`config.mk`:
```
export PLATFORM = sky130hd
export DESIGN_NAME = control_unit
export DESIGN_NICKNAME = d
export VERILOG_FILES = /design/src/rtl/control_unit.sv
export SDC_FILE = /design/constraint.sdc
export NUM_CORES = 1
export LEC_CHECK = 0
export ABC_AREA = 1
export BUFFER_PORTS_ARGS = -buffer_cell sky130_fd_sc_hd__buf_4
export CELL_PAD_IN_SITES_DETAIL_PLACEMENT = 1
export CELL_PAD_IN_SITES_GLOBAL_PLACEMENT = 2
export CORE_ASPECT_RATIO = 0.8
export CORE_MARGIN = 3
export CORE_UTILIZATION = 30
export DETAILED_ROUTE_END_ITERATION = 6
export GPL_ROUTABILITY_DRIVEN = 1
export PLACE_DENSITY = 0.95
export SETUP_SLACK_MARGIN = 0.5
export SLEW_MARGIN = 40
export SYNTH_ARGS = -nofsm -noshare
export SYNTH_HDL_FRONTEND = slang
export SYNTH_SLANG_ARGS = --single-unit
```
`constraint.sdc`:
```
create_clock -name clk -period 4.6 [get_ports clk]
set_input_delay 1.38 -clock clk [delete_from_list [all_inputs] [get_ports clk]]
set_output_delay 1.38 -clock clk [all_outputs]
set_load 0.02 [all_outputs]
```
`src/rtl/control_unit.sv`:
```
// Multicycle MIPS control sequencer: walks each instruction through FETCH/DECODE/EXEC/MEM/WB,
// drives the datapath strobes and ALU op, halts on unsupported encodings and counts retirements.
module control_unit #(
  parameter int unsigned CNT_W = 32
) (
  input  logic             clk,
  input  logic             rst,
  input  logic             en,
  input  logic [5:0]       op_control,
  input  logic [5:0]       funct_control,
  input  logic             zero,
  input  logic             mem_ready,
  output logic             store,
  output logic             w_reg,
  output logic             w_data,
  output logic [5:0]       op_alu,
  output logic             halt,
  output logic [CNT_W-1:0] instr_count
);

  localparam logic [5:0] OP_R    = 6'b000000;
  localparam logic [5:0] OP_ADDI = 6'b001000;
  localparam logic [5:0] OP_LW   = 6'b100011;
  localparam logic [5:0] OP_SW   = 6'b101011;
  localparam logic [5:0] OP_BEQ  = 6'b000100;
  localparam logic [5:0] OP_J    = 6'b000010;
  localparam logic [5:0] FN_ADD  = 6'b100000;
  localparam logic [5:0] FN_SUB  = 6'b100010;
  localparam logic [5:0] ALU_ADD = 6'b100000;
  localparam logic [5:0] ALU_SUB = 6'b100010;

  typedef enum logic [2:0] {
    S_FETCH,
    S_DECODE,
    S_EXEC,
    S_MEM,
    S_WB,
    S_HALT
  } state_t;

  state_t           state_q, state_d;
  logic [CNT_W-1:0] cnt_q;

  // The branch decision lives in the datapath; zero is exposed here but not consumed.
  logic unused_zero;
  assign unused_zero = zero;

  logic is_r_sub;
  logic r_funct_ok;

  assign is_r_sub   = (op_control == OP_R) && (funct_control == FN_SUB);
  assign r_funct_ok = (funct_control == FN_ADD) || (funct_control == FN_SUB);

  always_ff @(posedge clk or negedge rst) begin
    if (!rst) begin
      state_q <= S_FETCH;
      cnt_q   <= '0;
    end else begin
      state_q <= state_d;
      if (store) cnt_q <= cnt_q + CNT_W'(1);
    end
  end

  always_comb begin
    state_d = state_q;
    store   = 1'b0;
    w_reg   = 1'b0;
    w_data  = 1'b0;
    op_alu  = ALU_ADD;

    unique case (state_q)
      S_FETCH: state_d = S_DECODE;

      S_DECODE: begin
        unique case (op_control)
          OP_R:                        state_d = r_funct_ok ? S_EXEC : S_HALT;
          OP_ADDI, OP_LW, OP_SW, OP_BEQ: state_d = S_EXEC;
          OP_J: begin
            state_d = S_FETCH;
            store   = 1'b1;
          end
          default:                     state_d = S_HALT;
        endcase
      end

      S_EXEC: begin
        if (op_control == OP_BEQ || is_r_sub) op_alu = ALU_SUB;
        unique case (op_control)
          OP_R, OP_ADDI: state_d = S_WB;
          OP_LW, OP_SW:  state_d = S_MEM;
          OP_BEQ: begin
            state_d = S_FETCH;
            store   = 1'b1;
          end
          default:       state_d = S_HALT;
        endcase
      end

      S_MEM: begin
        if (mem_ready) begin
          if (op_control == OP_SW) begin
            state_d = S_FETCH;
            w_data  = 1'b1;
            store   = 1'b1;
          end else begin
            state_d = S_WB;
          end
        end
      end

      S_WB: begin
        // Keep SUB through write-back so the register file captures the subtract result.
        if (is_r_sub) op_alu = ALU_SUB;
        state_d = S_FETCH;
        w_reg   = 1'b1;
        store   = 1'b1;
      end

      S_HALT: state_d = S_HALT;

      default: state_d = S_HALT;
    endcase

    // Disable freezes the sequence in place and suppresses every strobe.
    if (!en) begin
      state_d = state_q;
      store   = 1'b0;
      w_reg   = 1'b0;
      w_data  = 1'b0;
    end
  end

  assign halt        = (state_q == S_HALT);
  assign instr_count = cnt_q;

endmodule

```
# [After elaboration in Yosys (flattened, before gate mapping)]
# Cells that the tools add are included.
[totals] output_inout_bits=42 reg_bits=35
[op_classes] eq_ne=13 n_mux=19 addsub=1 reduce_logical=9
[op_table] operator="32-bit by 1-bit adder with 32-bit output (second input constant)" n=1
[op_table] operator="6-bit equality test (second input constant)" n=4
[op_table] operator="3-bit one-hot mux with 3 select lines" n=2
[op_table] operator="3-bit one-hot mux with 5 select lines" n=1
[op_table] operator="1-bit two-way mux" n=9
[op_table] operator="3-bit two-way mux" n=3
[op_table] operator="3-bit by 2-bit equality test with 1-bit output (second input constant)" n=2
[op_table] operator="3-bit equality test (second input constant)" n=2
[op_table] operator="6-bit by 2-bit equality test with 1-bit output (second input constant)" n=1
[op_table] operator="6-bit by 3-bit equality test with 1-bit output (second input constant)" n=1
[op_table] operator="6-bit by 4-bit equality test with 1-bit output (second input constant)" n=1
[op_table] operator="6-bit zero test" n=1
[op_table] operator="2-bit two-way mux" n=2
[op_table] operator="1-bit one-hot mux with 4 select lines" n=1
[op_table] operator="2-bit one-hot mux with 2 select lines" n=1
[op_table] operator="2-bit OR reduction" n=2
[op_table] operator="4-bit OR reduction" n=1
[op_table] operator="3-bit by 1-bit equality test with 1-bit output (second input constant)" n=1
[op_table] operator="3-bit zero test" n=1
[op_table] operator="1-bit logical OR" n=2
[op_table] operator="2-bit inequality test (second input constant)" n=1
[op_table] operator="2-bit AND reduction" n=1
[op_table] operator="1-bit logical AND" n=1

# [Depth between registers and ports, before layout]
[depth] ltp_word=5 depth_mapped=10 ltp_nobuf=10

# [Least setup slack after synthesis]
# OpenSTA, ideal clock, no wires.
[synth_path] path_type="input -> output" from="in op_control[1]" to="out store" cell_stages=6 path_slack_ns=1.024 t_arrival_ns=2.196 cell_sequence="nor2_2 -> nand3_2 -> nor2_1 -> nor2_2 -> a21oi_2 -> buf_6"
[synth_via] elab_chain_len=5 elab_cells_between_ends=9 cone_classes="eq/ne (3); mux (6)"
[synth_rtl] item="start, declared" line_no="9" text="input logic [5:0] op_control,"
[synth_rtl] item="6-bit equality test" line_no="101" text="if (op_control == OP_SW) begin"
[synth_rtl] item="1-bit two-way mux" line_no="101"
[synth_rtl] item="1-bit two-way mux" line_no="100" text="if (mem_ready) begin"
[synth_rtl] item="1-bit one-hot mux with 4 select lines (*)" line_no="71" text="unique case (state_q)"
[synth_rtl] item="1-bit two-way mux (*)" line_no="125" text="if (!en) begin"
[synth_rtl] item="end, declared" line_no="13" text="output logic store,"
# Mark *: on every way between the ends. The rest lies on a longest branch, timed or not.

# [Worst setup path after layout]
# Same ends and word-level chain as after synthesis.

==> results.md <==
- P&R area growth vs syn: 19.45%
- CTS tree: yes
- Power Density: around 270 nW/um^2
- Final Hold Viols: 0
- Arr. time, crit path: 2.53 ns
- Clock tree sinks: 35
- Site Rows: 30
- R2R Setup Slk: 2.63 ns
- Sequential-to-total area share from yosys stat: 0.3250
- Die Width: 112.0 um
- Status: finished, final reports clean
- Post-Route WL: 8771 um
- Core area: around 8600 um^2
- Avg Inst Size Synth: between 6 and 7 um^2
- Post_cts resized: 0
- Num ports: 59
- Post-CTS Hold Fix Bufs: 0
- Fin Hold WS: ~0.56 ns
- Final total power: 869.7 uW
- Post-DP HPWL: around 7000 um
- Peak supply drop: about 120 uV
- Initial drt markers: roughly 140
- Max Freq: about 260 MHz
- Max cap viols: 0
- Slowest stage delay, CP: 0.26 ns
- CTS H-tree depth: 2
- Layout cells sized above 1: 0.1626
- Seq cells post-synth: 35
- Final setup viols: 0
- P_sw: approximately 340 uW
- Max Root-Sink Buffers: 2
- Register share of total power: 0.410
- Hold Crit Class: reg -> reg
- Global-route wire length before repair: 14600 um
- Largest net degree at the start of global routing: 36
- Fin area: roughly 3200 um^2
- Die Ht: just over 90 um
- Leakage: approximately 0.0016 uW
- Worst-path clk slew: 0.07 ns
- Yosys top cell area share: 0.3250
- Worst EP required: 3.22 ns
- Post-DR wirelength/cell: between 10 and 15 um
- Remaining DRCs: 0
- Post-Syn Instances: 436
- Routed vias/inst: roughly 4.8
- RSZ-0062 raised after global routing: false
- Nature of the critical path startpoint: primary input
- Pre-CTS setup slack: roughly 0.66 ns
- Area leader, netlist: dfrtp_1
- Sw frac: 0.3881
- Period utilization: 0.8511
- Worst setup margin: between 0.6 and 0.7 ns
- Largest cells by area after synthesis: dfrtp_1, nand2_1, nor2_1, nand3_1, nand3b_1
- Antenna fix cells: 0
- Post-synth ARST share: 1.000
- Cell with the most instances after synthesis: nand2_1
- Yosys warns: 0
- Number of global-route vias before repair: between 2000 and 3000
- Max-slew violation count: 0
- Placed cell area: 3132 um^2
- CP Capture Type: output pin
- Initial cell density of the core: 0.3135
- GP Congestion: 0.9023
- Die area: slightly above 10000 um^2
- Gr ovfl total: 0
- IO Port Bufs: 52
- CP Class: in -> out
- Max FO, Critical Path: 6
- Post-CTS Setup Bufs: 0
- CP cell instances: buf_4 -> nor2_2 -> nand3_2 -> nor2_1 -> nor2_2 -> a21oi_2 -> buf_4
- Total CTS buffers: 5
- Total negative slack: 0 ns
- Post-route minimum period: about 3.9 ns
- Nets: a little over 500
- Internal power: between 500 and 600 uW
- Clk network pwr share: 0.279
- Synth Flop Type: dfrtp_1
- EDFF count, synth: 0
- DRT antenna net count: 0
- Fillers: between 1000 and 1500
- Most frequent cells after synthesis: nand2_1, nor2_1, dfrtp_1
- Slowest cell on the critical path: a21oi_2
- Initial antenna violation count: 0
- Gr usage total: 0.1752
- TritonRoute pass-1 iters: 4
- Clock root buffer: clkbuf_8
- Vias: between 2000 and 3000
- Part of the power in combinational logic: 0.312
- Clk_lat worst skew: about 0.30 ns
- Post-Syn Area: ~2700 um^2
- Yosys cell types: 26
- Fin Clk Skew: between 0.007 and 0.008 ns
-- cell usage in the layout, fill, tap and decap left out, types with 6 or more instances in the layout --
master and count:
nand2_1 204, nor2_1 70, buf_4 53, dfrtp_1 35, nand3_1 26, inv_1 25, nand3b_1 15, nor2_2 8
xor2_1 7, o21ai_0 6, clkbuf_8 6
-- cells by family after synthesis --
group	count (synthesis)	share of synthesized area
and+or+nand+nor	335	0.5260
buffers and inverters	40	0.07939
DFF	35	0.3250
AOI/OAI and AO/OA	12	0.02646
xor gates and xnor gates	11	0.03575
other	2	0.002787
adders and majority gates	1	0.004642
-- worst max-delay path, delay by kind of cell --
family	cells	cell delay, ns
AO/OA/AOI/OAI	1	0.26
buffers and inverters	2	0.31
AND/OR/NAND/NOR	4	0.59
-- metrics by stage --
stage	std cells	util
after detailed placement	591	0.3643
final	598	0.3745
after floorplan	439	-
after CTS	598	0.3745
after global routing	598	0.3745
after global placement	591	0.3643
-- flip-flops by register name (all words and copies together) (netlist names) --
signal,cells
state_q,3
instr_count,32
-- path summary, 6_finish.rpt --
check                                                    to                  startpoint  cells after the start
worst max-delay path                                  store               op_control[1]                      7
worst min-delay path             instr_count[1]$_DFFE_PN0P_  instr_count[1]$_DFFE_PN0P_                      2
worst max register to register  instr_count[28]$_DFFE_PN0P_  instr_count[0]$_DFFE_PN0P_                     10
worst min register to register   instr_count[1]$_DFFE_PN0P_  instr_count[1]$_DFFE_PN0P_                      2
max in group asynchronous       instr_count[28]$_DFFE_PN0P_                         rst                      1
min in group asynchronous        instr_count[7]$_DFFE_PN0P_                         rst                      1
-- area by class of cell --
class                      instances  area [um^2]  share of cell area
sequential                        35        875.8              0.2721
tap                              112        140.1             0.04353
clock inverter                     1        5.005            0.001555
multi-input combinational        364         1617              0.5021
inverter                          27        101.3             0.03148
clock buffer                       6        82.58             0.02565
timing repair buffer              53        397.9              0.1236
-- layer usage --
layer / wire (um) / global-route usage / up-vias
met3: 271 / 0.03081 / 8
met5: 0 / 0 / -
met2: 4078 / 0.2929 / 36
met1: 4339 / 0.2389 / 1404
met4: 81 / 0.03403 / 0
li1: - / - / 1429
-- power by group through the flow --
stage	Sequential, uW	Clock [uW]	Combinational [uW]
finish	356	242	271
CTS	357	243	276
floorplan	370	0	185
global placement	361	0	266
global route	362	256	301
detailed placement	363	0	276
(Power assumes the default switching activity.)
